`src/rtl/ace_snoop_responder.sv`:
```
// ACE snoop responder: accepts one AC snoop at a time, looks the line up and
// answers on CR. When the response carries data, it streams the line on CD.
module ace_snoop_responder #(
  parameter int AddrWidth = 64,
  parameter int DataWidth = 64,
  parameter int CdBeats   = 4
) (
  input  logic                         clk_i,
  input  logic                         rst_i,
  input  logic                         ac_valid_i,
  output logic                         ac_ready_o,
  input  logic [AddrWidth-1:0]         ac_addr_i,
  input  logic [3:0]                   ac_snoop_i,
  output logic                         cr_valid_o,
  input  logic                         cr_ready_i,
  output logic [4:0]                   cr_resp_o,
  output logic                         cd_valid_o,
  input  logic                         cd_ready_i,
  output logic [DataWidth-1:0]         cd_data_o,
  output logic                         cd_last_o,
  output logic                         lkp_req_o,
  output logic [AddrWidth-1:0]         lkp_addr_o,
  input  logic                         lkp_hit_i,
  input  logic                         lkp_dirty_i,
  input  logic                         lkp_unique_i,
  input  logic [DataWidth*CdBeats-1:0] lkp_line_i,
  output logic                         upd_inv_o,
  output logic                         upd_clean_o,
  output logic [AddrWidth-1:0]         upd_addr_o
);

  localparam int LineW = DataWidth * CdBeats;
  localparam int BeatW = (CdBeats > 1) ? $clog2(CdBeats) : 1;

  localparam logic [3:0] ReadOnce           = 4'b0000;
  localparam logic [3:0] ReadShared         = 4'b0001;
  localparam logic [3:0] ReadClean          = 4'b0010;
  localparam logic [3:0] ReadNotSharedDirty = 4'b0011;
  localparam logic [3:0] ReadUnique         = 4'b0111;
  localparam logic [3:0] CleanShared        = 4'b1000;
  localparam logic [3:0] CleanInvalid       = 4'b1001;
  localparam logic [3:0] MakeInvalid        = 4'b1101;

  typedef enum logic [2:0] {IDLE, LOOKUP, SAMPLE, RESP, DATA} state_t;

  state_t             r_state;
  logic [BeatW-1:0]   r_beat;
  logic [AddrWidth-1:0] r_addr;
  logic [3:0]         r_snoop;
  logic [LineW-1:0]   r_line;
  logic [4:0]         r_resp;
  logic               r_dt;
  logic               r_inv;
  logic               r_clean;

  logic               w_supported;
  logic               w_shared_code;
  logic               w_inv_code;
  logic               w_clean_code;
  logic               w_dt;
  logic [4:0]         w_resp;
  logic               w_inv;
  logic               w_clean;
  logic               w_last;
  logic               w_done;
  logic [DataWidth-1:0] w_beat_data;

  // Classify the captured snoop and build the response from the lookup result.
  always_comb begin
    w_supported   = 1'b0;
    w_shared_code = 1'b0;
    w_inv_code    = 1'b0;
    w_clean_code  = 1'b0;
    case (r_snoop)
      ReadOnce:                          begin w_supported = 1'b1; w_shared_code = 1'b1; end
      ReadShared, ReadClean,
      ReadNotSharedDirty, CleanShared:   begin w_supported = 1'b1; w_shared_code = 1'b1;
                                               w_clean_code = 1'b1; end
      ReadUnique, CleanInvalid,
      MakeInvalid:                       begin w_supported = 1'b1; w_inv_code = 1'b1; end
      default: ;
    endcase

    if (r_snoop == MakeInvalid)
      w_dt = 1'b0;
    else if (r_snoop == CleanShared || r_snoop == CleanInvalid)
      w_dt = lkp_hit_i && lkp_dirty_i;
    else
      w_dt = lkp_hit_i;

    w_resp  = 5'b00000;
    w_inv   = 1'b0;
    w_clean = 1'b0;
    if (!w_supported) begin
      w_resp = 5'b00010;
      w_dt   = 1'b0;
    end else if (!lkp_hit_i) begin
      w_dt = 1'b0;
    end else begin
      w_resp  = {lkp_unique_i, w_shared_code,
                 lkp_dirty_i && w_dt && (r_snoop != ReadOnce), 1'b0, w_dt};
      w_inv   = w_inv_code;
      w_clean = w_clean_code && lkp_dirty_i;
    end
  end

  always_ff @(posedge clk_i) begin
    if (rst_i) begin
      r_state <= IDLE;
      r_beat  <= '0;
    end else begin
      case (r_state)
        IDLE: if (ac_valid_i) begin
          r_addr  <= ac_addr_i;
          r_snoop <= ac_snoop_i;
          r_state <= LOOKUP;
        end
        LOOKUP: r_state <= SAMPLE;
        SAMPLE: begin
          r_resp  <= w_resp;
          r_dt    <= w_dt;
          r_inv   <= w_inv;
          r_clean <= w_clean;
          r_line  <= lkp_line_i;
          r_state <= RESP;
        end
        RESP: if (cr_ready_i) begin
          r_beat  <= '0;
          r_state <= r_dt ? DATA : IDLE;
        end
        DATA: if (cd_ready_i) begin
          if (w_last) begin
            r_beat  <= '0;
            r_state <= IDLE;
          end else begin
            r_beat <= r_beat + 1'b1;
          end
        end
        default: r_state <= IDLE;
      endcase
    end
  end

  assign w_last      = (r_beat == BeatW'(CdBeats - 1));
  assign w_beat_data = r_line[int'(r_beat) * DataWidth +: DataWidth];

  // The final handshake is the CR one for data-less snoops, else the last CD beat.
  assign w_done = !rst_i &&
                  (((r_state == RESP) && cr_ready_i && !r_dt) ||
                   ((r_state == DATA) && cd_ready_i && w_last));

  assign ac_ready_o  = !rst_i && (r_state == IDLE);
  assign lkp_req_o   = !rst_i && (r_state == LOOKUP);
  assign lkp_addr_o  = (r_state == LOOKUP) ? r_addr : '0;
  assign cr_valid_o  = !rst_i && (r_state == RESP);
  assign cr_resp_o   = (r_state == RESP) ? r_resp : 5'b00000;
  assign cd_valid_o  = !rst_i && (r_state == DATA);
  assign cd_data_o   = (r_state == DATA) ? w_beat_data : '0;
  assign cd_last_o   = (r_state == DATA) && w_last;
  assign upd_inv_o   = w_done && r_inv;
  assign upd_clean_o = w_done && r_clean && !r_inv;
  assign upd_addr_o  = (r_state == RESP || r_state == DATA) ? r_addr : '0;

endmodule

```
`config.mk`:
```
export PLATFORM = sky130hd
export DESIGN_NAME = ace_snoop_responder
export DESIGN_NICKNAME = d
export VERILOG_FILES = /design/src/rtl/ace_snoop_responder.sv
export SDC_FILE = /design/constraint.sdc
export NUM_CORES = 1
export LEC_CHECK = 0
export ABC_AREA = 1
export CAP_MARGIN = 20
export CORE_AREA = 2 2 210 212
export CTS_CLUSTER_SIZE = 40
export DETAILED_ROUTE_END_ITERATION = 8
export DIE_AREA = 0 0 212 214
export DONT_BUFFER_PORTS = 1
export RECOVER_POWER = 25
export SYNTH_ARGS = -nofsm -noshare
export SYNTH_HDL_FRONTEND = slang
export SYNTH_SLANG_ARGS = --single-unit
```
`constraint.sdc`:
```
create_clock -name clk_i -period 15.7 [get_ports clk_i]
set_clock_uncertainty 0.15 [all_clocks]
set_input_delay 3.14 -clock clk_i [delete_from_list [all_inputs] [get_ports clk_i]]
set_output_delay 3.14 -clock clk_i [all_outputs]
set_load 0.03 [all_outputs]
```
==> run summary, run 1 <==
CTS saw between 300 and 400 sinks. The average size of a mapped cell came out at between 10 and 15 sq um. The number of buffers added by the clock tree synthesis step is 38.

The vertical extent of the die came out at about 210 um. The netlist area before placement came out at approximately 13000 sq um. The transition at the pin with the smallest max-transition slack came out at ~1.2 ns. The global-route congestion overflow total came out at 0. The routed layout has 8429 vias. The met2 usage is 0.311.

The residual antenna-violating net count after detailed routing is 0. The total track usage is 0.173. Summed over all cells, the static leakage comes to between 5 and 6 nW. The final routed wire length divided by cell count is ~24 um. The number of core rows is 76. The total of warnings raised by yosys is 0. The slowest stage of the critical path belongs to the cell sky130_fd_sc_hd__nor2_1. STA classifies the critical path startpoint as a primary input. The final setup violation count came out at 0. Once layout is complete, the utilization of the core stands at 0.354. The power per unit of standard cell area came out at about 140 nW/um^2.

The maximum number of pins on one net before global-route repair came out at roughly 180. The number of synthesized flops with an enable pin is 331. The number of antenna violations at the first check in global routing is 7. The biggest area consumer among synthesized cells is sky130_fd_sc_hd__edfxtp_1. The final-layout fill cell count is between 4000 and 5000. The area of the die came out at between 40000 and 50000 sq um. By area the synthesized netlist is led by sky130_fd_sc_hd__edfxtp_1, sky130_fd_sc_hd__nor2_1, sky130_fd_sc_hd__o21ai_0. In the post-synthesis netlist, the cell with the most instances is sky130_fd_sc_hd__nor2_1. The share of the Yosys chip area taken by registers is 0.747.

The clock slew seen by the registers of the worst setup and hold paths is 0.06 ns. Traced cell by cell, the critical path runs through inv_1, nor3_1, o21ai_0, nor2_1. The area of the core is between 40000 and 50000 sq um. The post-detailed-route DRC marker count came out at 0. The maximum resistive drop on vdd came out at roughly 0.1 mV. From synthesis to final layout, the design area changed by 12.8%. The number of nets in the synthesized netlist came out at roughly 1500.

The relative slew slack is 0.230. The clock insertion delay at the later pin of the skew report is 0.52 ns. The detailed-route vias per instance is between 4 and 5. The number of setup buffers added after CTS is 0.

The I/O pin total is roughly 540. TritonCTS built the clock tree. The largest single stage delay on the critical path is approximately 0.46 ns.

The count of input and output buffers came out at 0. The via count of the first global-routing pass came to 8391. The leading register cell type out of synthesis is sky130_fd_sc_hd__edfxtp_1. The starting density of the core came out at 0.313. The share of final-layout standard cells stronger than drive strength 1 came out at 0.0627. In this run the worst path has a maximum fanout of 3. In the synthesized netlist, the cells that appear most often are sky130_fd_sc_hd__nor2_1, sky130_fd_sc_hd__edfxtp_1, sky130_fd_sc_hd__o21ai_0. STA classifies the critical path endpoint as a primary output. The register bit total from synthesis is around 340. The half-perimeter wire length of the detailed placement result is around 29000 um.

The number of pins exceeding their max-slew limit in the final report is 0. The first-pass GRT wire length came out at around 57000 um. The worst endpoint data arrival time is about 3.9 ns. Counting distinct cell types in the post-synthesis netlist gives 21.

After layout, the worst setup slack is between 8 and 9 ns. The number of cells upsized or downsized after cts is 0. The setup check on the worst reg-to-reg path leaves a slack of ~13 ns.

The floorplan step set the die width to between 200 and 250 um. The cell at the root of the clock tree is sky130_fd_sc_hd__clkbuf_16. The routing usage on met1 is 0.179. The final hold violation count came out at 0.

The path class of the tightest hold or removal check is reg2reg. In the synthesized netlist, the number of instances is roughly 1100. The final critical path time including I/O delays and setup is 7.23 ns.

The clock tree buffer depth came out at 3. Setup repair after global routing left no endpoint under its margin. The final wirelength came out at between 40000 and 50000 um. The worst slack at placement is approximately 8.5 ns. The detailed-router iteration count before antenna repair came out at 7. The setup TNS after final layout is 0 ns. The share of synthesized area in the top cell type comes to 0.739. The run finished with clean final reports.

The layer flagged by global routing as most heavily used is met2. The post-synthesis async set-or-reset flop share came out at 0. The weighted congestion at the end of routability-driven global placement came out at ~0.94. In this run, the number of DRC markers left after iteration 0 of detailed routing was ~620. The top achievable clock speed is roughly 0.14 GHz.

The critical path in this run is classified as in2out. The portion of the clock cycle consumed by the worst path in the final layout came out at 0.461. The number of hold buffers added after CTS was 0.

The number of maximum-capacitance violations came out at 0. The net total in the final layout came out at 1456. The CTS H-tree depth is 2.

STA puts the critical path data required time at roughly 12 ns. The met3 capacity usage during global routing came out at 0.0570.
registers in the layout, indices dropped and copies added, names as in the netlist:
| register | flops |
|---|---|
| r_state | 3 |
| r_clean | 1 |
| r_resp | 5 |
| r_addr | 64 |
| r_beat | 2 |
| r_inv | 1 |
| r_line | 256 |
| r_snoop | 4 |
cells in the final DEF, fill, tap and decap left out:
master | Yosys | layout
sky130_fd_sc_hd__clkinv_4 | 0 | 1
sky130_fd_sc_hd__inv_6 | 0 | 1
sky130_fd_sc_hd__ha_1 | 1 | 1
sky130_fd_sc_hd__clkinv_1 | 0 | 3
sky130_fd_sc_hd__nor3_2 | 0 | 1
sky130_fd_sc_hd__nor3_1 | 4 | 3
sky130_fd_sc_hd__o21ai_0 | 130 | 130
sky130_fd_sc_hd__bufinv_16 | 0 | 4
sky130_fd_sc_hd__nand4_1 | 1 | 1
sky130_fd_sc_hd__clkinvlp_4 | 0 | 1
sky130_fd_sc_hd__nor2_1 | 413 | 412
sky130_fd_sc_hd__clkbuf_1 | 16 | 11
sky130_fd_sc_hd__dfxtp_1 | 5 | 3
sky130_fd_sc_hd__nand3_2 | 1 | 2
sky130_fd_sc_hd__nand3_1 | 7 | 6
sky130_fd_sc_hd__buf_4 | 21 | 9
sky130_fd_sc_hd__o21ai_1 | 5 | 5
sky130_fd_sc_hd__clkinv_8 | 0 | 1
sky130_fd_sc_hd__edfxtp_1 | 331 | 331
sky130_fd_sc_hd__buf_12 | 0 | 1
sky130_fd_sc_hd__nand2_4 | 0 | 1
sky130_fd_sc_hd__a21oi_1 | 68 | 68
sky130_fd_sc_hd__nand2_1 | 18 | 18
sky130_fd_sc_hd__diode_2 | 0 | 2
sky130_fd_sc_hd__a31oi_1 | 1 | 1
sky130_fd_sc_hd__clkbuf_16 | 0 | 39
sky130_fd_sc_hd__clkinv_2 | 0 | 6
sky130_fd_sc_hd__inv_2 | 2 | 2
sky130_fd_sc_hd__dfxtp_4 | 0 | 2
sky130_fd_sc_hd__nor2_4 | 0 | 1
sky130_fd_sc_hd__inv_1 | 85 | 84
critical path: cells and delay by family:
kind | cells | cell delay, ns
AND/OR/NAND/NOR | 2 | 0.63
AO/OA/AOI/OAI | 1 | 0.13
buffers and inverters | 1 | 0.05
layout make-up:
class / instances / area [sq um] / area share
tap: 585 / 732 / 0.0483
inverter: 87 / 328 / 0.0216
antenna: 2 / 5.00 / 0.000330
sequential: 336 / 10000 / 0.662
timing repair buffer: 10 / 87.6 / 0.00577
multi-input combinational: 650 / 2750 / 0.181
clock inverter: 16 / 198 / 0.0130
clock buffer: 50 / 1020 / 0.0671
metrics by stage:
stage | power [mW] | hold slack (ns) | cell area, sq um | instances
3_5_place_dp | 1.30 | 0.496 | 13900 | 1668
3_3_place_gp | 1.30 | 0.458 | 13900 | 1668
6_report | 2.15 | 0.502 | 15200 | 1736
4_1_cts | 2.18 | 0.508 | 15200 | 1734
5_1_grt | 2.23 | 0.525 | 15200 | 1736
2_1_floorplan | 1.27 | 0.386 | 13400 | 1136
per-layer routing:
metal	vias up	wire, um
met5	-	31
met4	4	1840
met3	75	3530
met2	440	21400
met1	4072	14300
li1	3838	-
worst paths after layout:
check / from / endpoint / cells past startpoint
max: cd_ready_i / upd_inv_o / 4
min: r_state[1] / r_state[1] / 2
max reg2reg: r_beat[0] / r_beat[0] / 5
min reg2reg: r_state[1] / r_state[1] / 2
power breakdown:
part           leakage, nW  switching, mW  internal, mW
Sequential            3.06         0.0200          1.05
Combinational         1.69          0.181        0.0324
Clock                0.590          0.345         0.523
Total                 5.34          0.546          1.60
logic make-up after synthesis:
family	share of synthesized area
flip-flops	0.747
AO/OA/AOI/OAI	0.0760
adder cells (fa/ha/maj)	0.000931
buffers and inverters	0.0501
AND/OR/NAND/NOR	0.126
(Power assumes the default switching activity.)
==> run 2, diff against run 1 <==
--- a/config.mk
+++ b/config.mk
@@ -7,10 +7,10 @@
 export LEC_CHECK = 0
 export ABC_AREA = 1
 export CAP_MARGIN = 20
-export CORE_AREA = 2 2 210 212
+export CORE_AREA = 2 2 206 208
 export CTS_CLUSTER_SIZE = 40
 export DETAILED_ROUTE_END_ITERATION = 8
-export DIE_AREA = 0 0 212 214
+export DIE_AREA = 0 0 208 210
 export DONT_BUFFER_PORTS = 1
 export RECOVER_POWER = 25
 export SYNTH_ARGS = -nofsm -noshare
==> constraint.sdc (replaced) <==
create_clock -name clk_i -period 6.89 [get_ports clk_i]
set_clock_uncertainty 0.15 [all_clocks]
set_input_delay 1.378 -clock clk_i [delete_from_list [all_inputs] [get_ports clk_i]]
set_output_delay 1.378 -clock clk_i [all_outputs]
set_load 0.03 [all_outputs]
==> run 2 against run 1 <==
  * Wire length is 0.93% lower
  * Sequential share of layout area grew 0.34 points
  * Total power up 120%
  * Clock-buffer cell count down 9
  * Register-to-register slack got worse by 8.6 ns
  * Combinational power increased by 130%
  * Hold slack worse by 0.016 ns
==> run summary, run 2 (synthesis gave the netlist of run 1 again) <==
The path class of the lowest-slack min-delay path is reg2reg (unchanged). The half-perimeter wire length of the detailed placement result came out at 29800 um (was 29400 um). The area of the die is 43700 sq um (was 45400 sq um).

The clock tree buffer depth was 3 (unchanged). The CTS tree was yes (unchanged). The maximum resistive drop on vdd is 0.210 mV (was 0.101 mV). The area of all placed cells without fillers is 15100 sq um (was 15200 sq um).

The reg-to-reg critical path startpoint is r_state[0] (was r_beat[0]). The peak fanout along the critical path is 66 (was 3). The post-layout total power is 4.78 mW (was 2.15 mW).

The final routed wire length divided by cell count is 24.1 um (was 23.7 um). The register bank with the most flops is r_line (unchanged). The net total in the final layout came to 1457 (was 1456). The vertical extent of the die came out at 210 um (was 214 um). In the finished design, the share of the clock period the worst path needs comes to 0.708.

The global-route congestion overflow total came out at 0 (unchanged). The final-layout fill cell count came to 4015 (was 4161). The endpoint type of the worst setup path is a primary output (unchanged). The first-pass GRT wire length came out at 56700 um (was 56600 um). The setup slack of the worst register-to-register path is 4.40 ns (was 12.97 ns). The number of DRC markers after the initial detailed-route iteration came out at 740 (was 617). The number of buffers added by the clock tree synthesis step came out at 37 (was 38). The final hold violation count is 0 (unchanged). The residual antenna-violating net count after detailed routing came out at 0 (unchanged). The number of pins exceeding their max-slew limit in the final report is 0 (unchanged). The power per unit of standard cell area is 317 nW/um^2 (was 142 nW/um^2).

The signed area change from the synthesized netlist to the final layout is 12.2% (was 12.8%). The starting density of the core is 0.324 (was 0.313). The biggest cell delay along the critical path is 0.86 ns (was 0.46 ns). The clock slew seen by the registers of the worst setup and hold paths came out at 0.06 ns (about the same).

The clock insertion delay at the later pin of the skew report came out at 0.53 ns (was 0.52 ns). The number of antenna violations at the first check in global routing came to 7 (unchanged). The number of setup buffers added after CTS came out at 0 (unchanged). The filler-free cell count of the finished design came out at 1693 (was 1736). The post-detailed-route DRC marker count came out at 0 (unchanged). The detailed-router iteration count before antenna repair came out at 5 (was 7).

The last element of the critical path was cd_data_o[10] (was upd_inv_o). The category of cells accounting for the largest share of critical-path delay is flip-flops (was simple AND/OR/NAND/NOR gates). The required time at the endpoint of the critical path is 5.36 ns (was 12.41 ns). The clock sink count is 336 (unchanged). The number of placed cells counting well taps is 1622 (was 1668). The detailed-route vias per instance is 4.92 (was 4.86).

The final cell utilization of the core is 0.364 (was 0.354). The via count of the first global-routing pass came out at 8303 (was 8391). The transition at the pin with the smallest max-transition slack came to 1.04 ns (was 1.15 ns). The number of cells upsized or downsized after cts came out at 0 (unchanged).

The launching element type of the critical path is a flop (was primary input). The cell at the root of the clock tree is sky130_fd_sc_hd__clkbuf_16 (unchanged). The share of final-layout standard cells stronger than drive strength 1 came to 0.0660 (was 0.0627). The worst slack at placement is 2.52 ns (was 8.47 ns).

Result of the run: completed (unchanged). The number of maximum-capacitance violations is 0 (unchanged). The relative slew slack came to 0.302 (was 0.230). Largest registers: r_line: 256 flops, r_addr: 64 flops, r_resp: 5 flops (unchanged). The count of input and output buffers came out at 0 (unchanged). The number of flip-flops under the largest register name is 256 (unchanged). Setup repair after global routing missed its margin: false (unchanged). The setup TNS after final layout is 0 ns (unchanged).

The CTS H-tree depth was 2 (unchanged). The number of hold buffers added after CTS came out at 0 (unchanged). The placed standard-cell area is 13900 sq um (about the same). The weighted congestion at the end of routability-driven global placement came out at 0.958 (was 0.935). The maximum number of pins on one net before global-route repair came out at 142 (was 184). The x dimension of the die was 208 um (was 212 um). Static timing analysis puts the maximum clock frequency at just over 0.2 GHz.

The number of gates on the worst path with buffers counted came to 5 (was 4). The final worst hold slack came out at 0.486 ns (was 0.502 ns). The total buffers and inverters traversed by the critical path came out at 2 (was 1). The cell leakage power is 5.34 nW (about the same). Chain of cells forming the critical path: inv_2, buf_4, nor2_1, o21ai_0, a21oi_1 (was inv_1, nor3_1, o21ai_0, nor2_1). The slowest cell on the critical path was sky130_fd_sc_hd__dfxtp_4 (was sky130_fd_sc_hd__nor2_1).

The worst endpoint data arrival time came out at 3.35 ns (was 3.94 ns). The total track usage was 0.178 (was 0.173). The final critical path time including I/O delays and setup came out at just under 5 ns. The classification of the worst setup path is reg2out (was in2out). The setup slack of the critical path after layout is 2.01 ns (was 8.47 ns). The most common cell after layout, fill and taps aside was sky130_fd_sc_hd__nor2_1 (unchanged).

The final wirelength is 40800 um (was 41200 um). The reg-to-reg critical path endpoint is r_line[212] (was r_beat[0]). The origin of the worst setup path is r_beat[1] (was cd_ready_i). The via total after detailed routing came out at 8325 (was 8429). The number of core rows came out at 75 (was 76). Commonest cells after routing, fill and taps aside: sky130_fd_sc_hd__nor2_1, sky130_fd_sc_hd__edfxtp_1, sky130_fd_sc_hd__o21ai_0 (unchanged).

The final setup violation count came out at 0 (unchanged). The count of cells along the worst register-to-register path is 5 (unchanged). The area of the core came out at 41500 sq um (was 42900 sq um).

The I/O pin total is 536 (unchanged).
[run 2: changes by cell type in the layout (fill, tap and decap cells not counted), sizes merged]
cell and change:
clkbuf -9, bufinv -2, inv +2, clkinvlp -1, clkinv +11, buf +2
[run 2: cell type report]
| class | instances | area, sq um | share of cell area |
|---|---|---|---|
| flip-flops and latches | 336 | 10000 | 0.666 |
| multi-input cells | 650 | 2760 | 0.183 |
| clock buffers | 41 | 941 | 0.0624 |
| well taps | 539 | 674 | 0.0447 |
| inverters | 87 | 328 | 0.0217 |
| clock inverters | 26 | 188 | 0.0124 |
| repair buffers | 12 | 148 | 0.00978 |
| diodes | 2 | 5.00 | 0.000332 |
[run 2: how the worst min path moves through the flow]
stage                            end  depth (start not counted)  startpoint
after CTS                 r_state[1]                          2  r_state[1]
final                     r_state[1]                          2  r_state[1]
after global placement    r_state[1]                          2  r_state[1]
after detailed placement  r_state[1]                          2  r_state[1]
after floorplan            r_beat[1]                          3   r_beat[1]
after global routing      r_state[1]                          2  r_state[1]
[run 2: tightest hold or removal path, cell delays in order, from the launching register on]
cell,delay (ns)
sky130_fd_sc_hd__dfxtp_1,0.36
sky130_fd_sc_hd__nand2_1,0.15
sky130_fd_sc_hd__a31oi_1,0.09
[run 2: where the power goes]
group          switching [mW]  leakage, nW  total (mW)  internal, mW
Combinational           0.405         1.72       0.485        0.0800
Sequential             0.0509         3.06        2.44          2.39
Clock                   0.791        0.564        1.85          1.06
Total                    1.25         5.34        4.78          3.53
[run 2: per-layer routing]
layer,vias up,track usage,routed length [um]
met2,434,0.322,21600
li1,3839,-,-
met3,76,0.0641,3470
met1,3968,0.188,14100
met5,-,0,59
met4,8,0.0726,1520
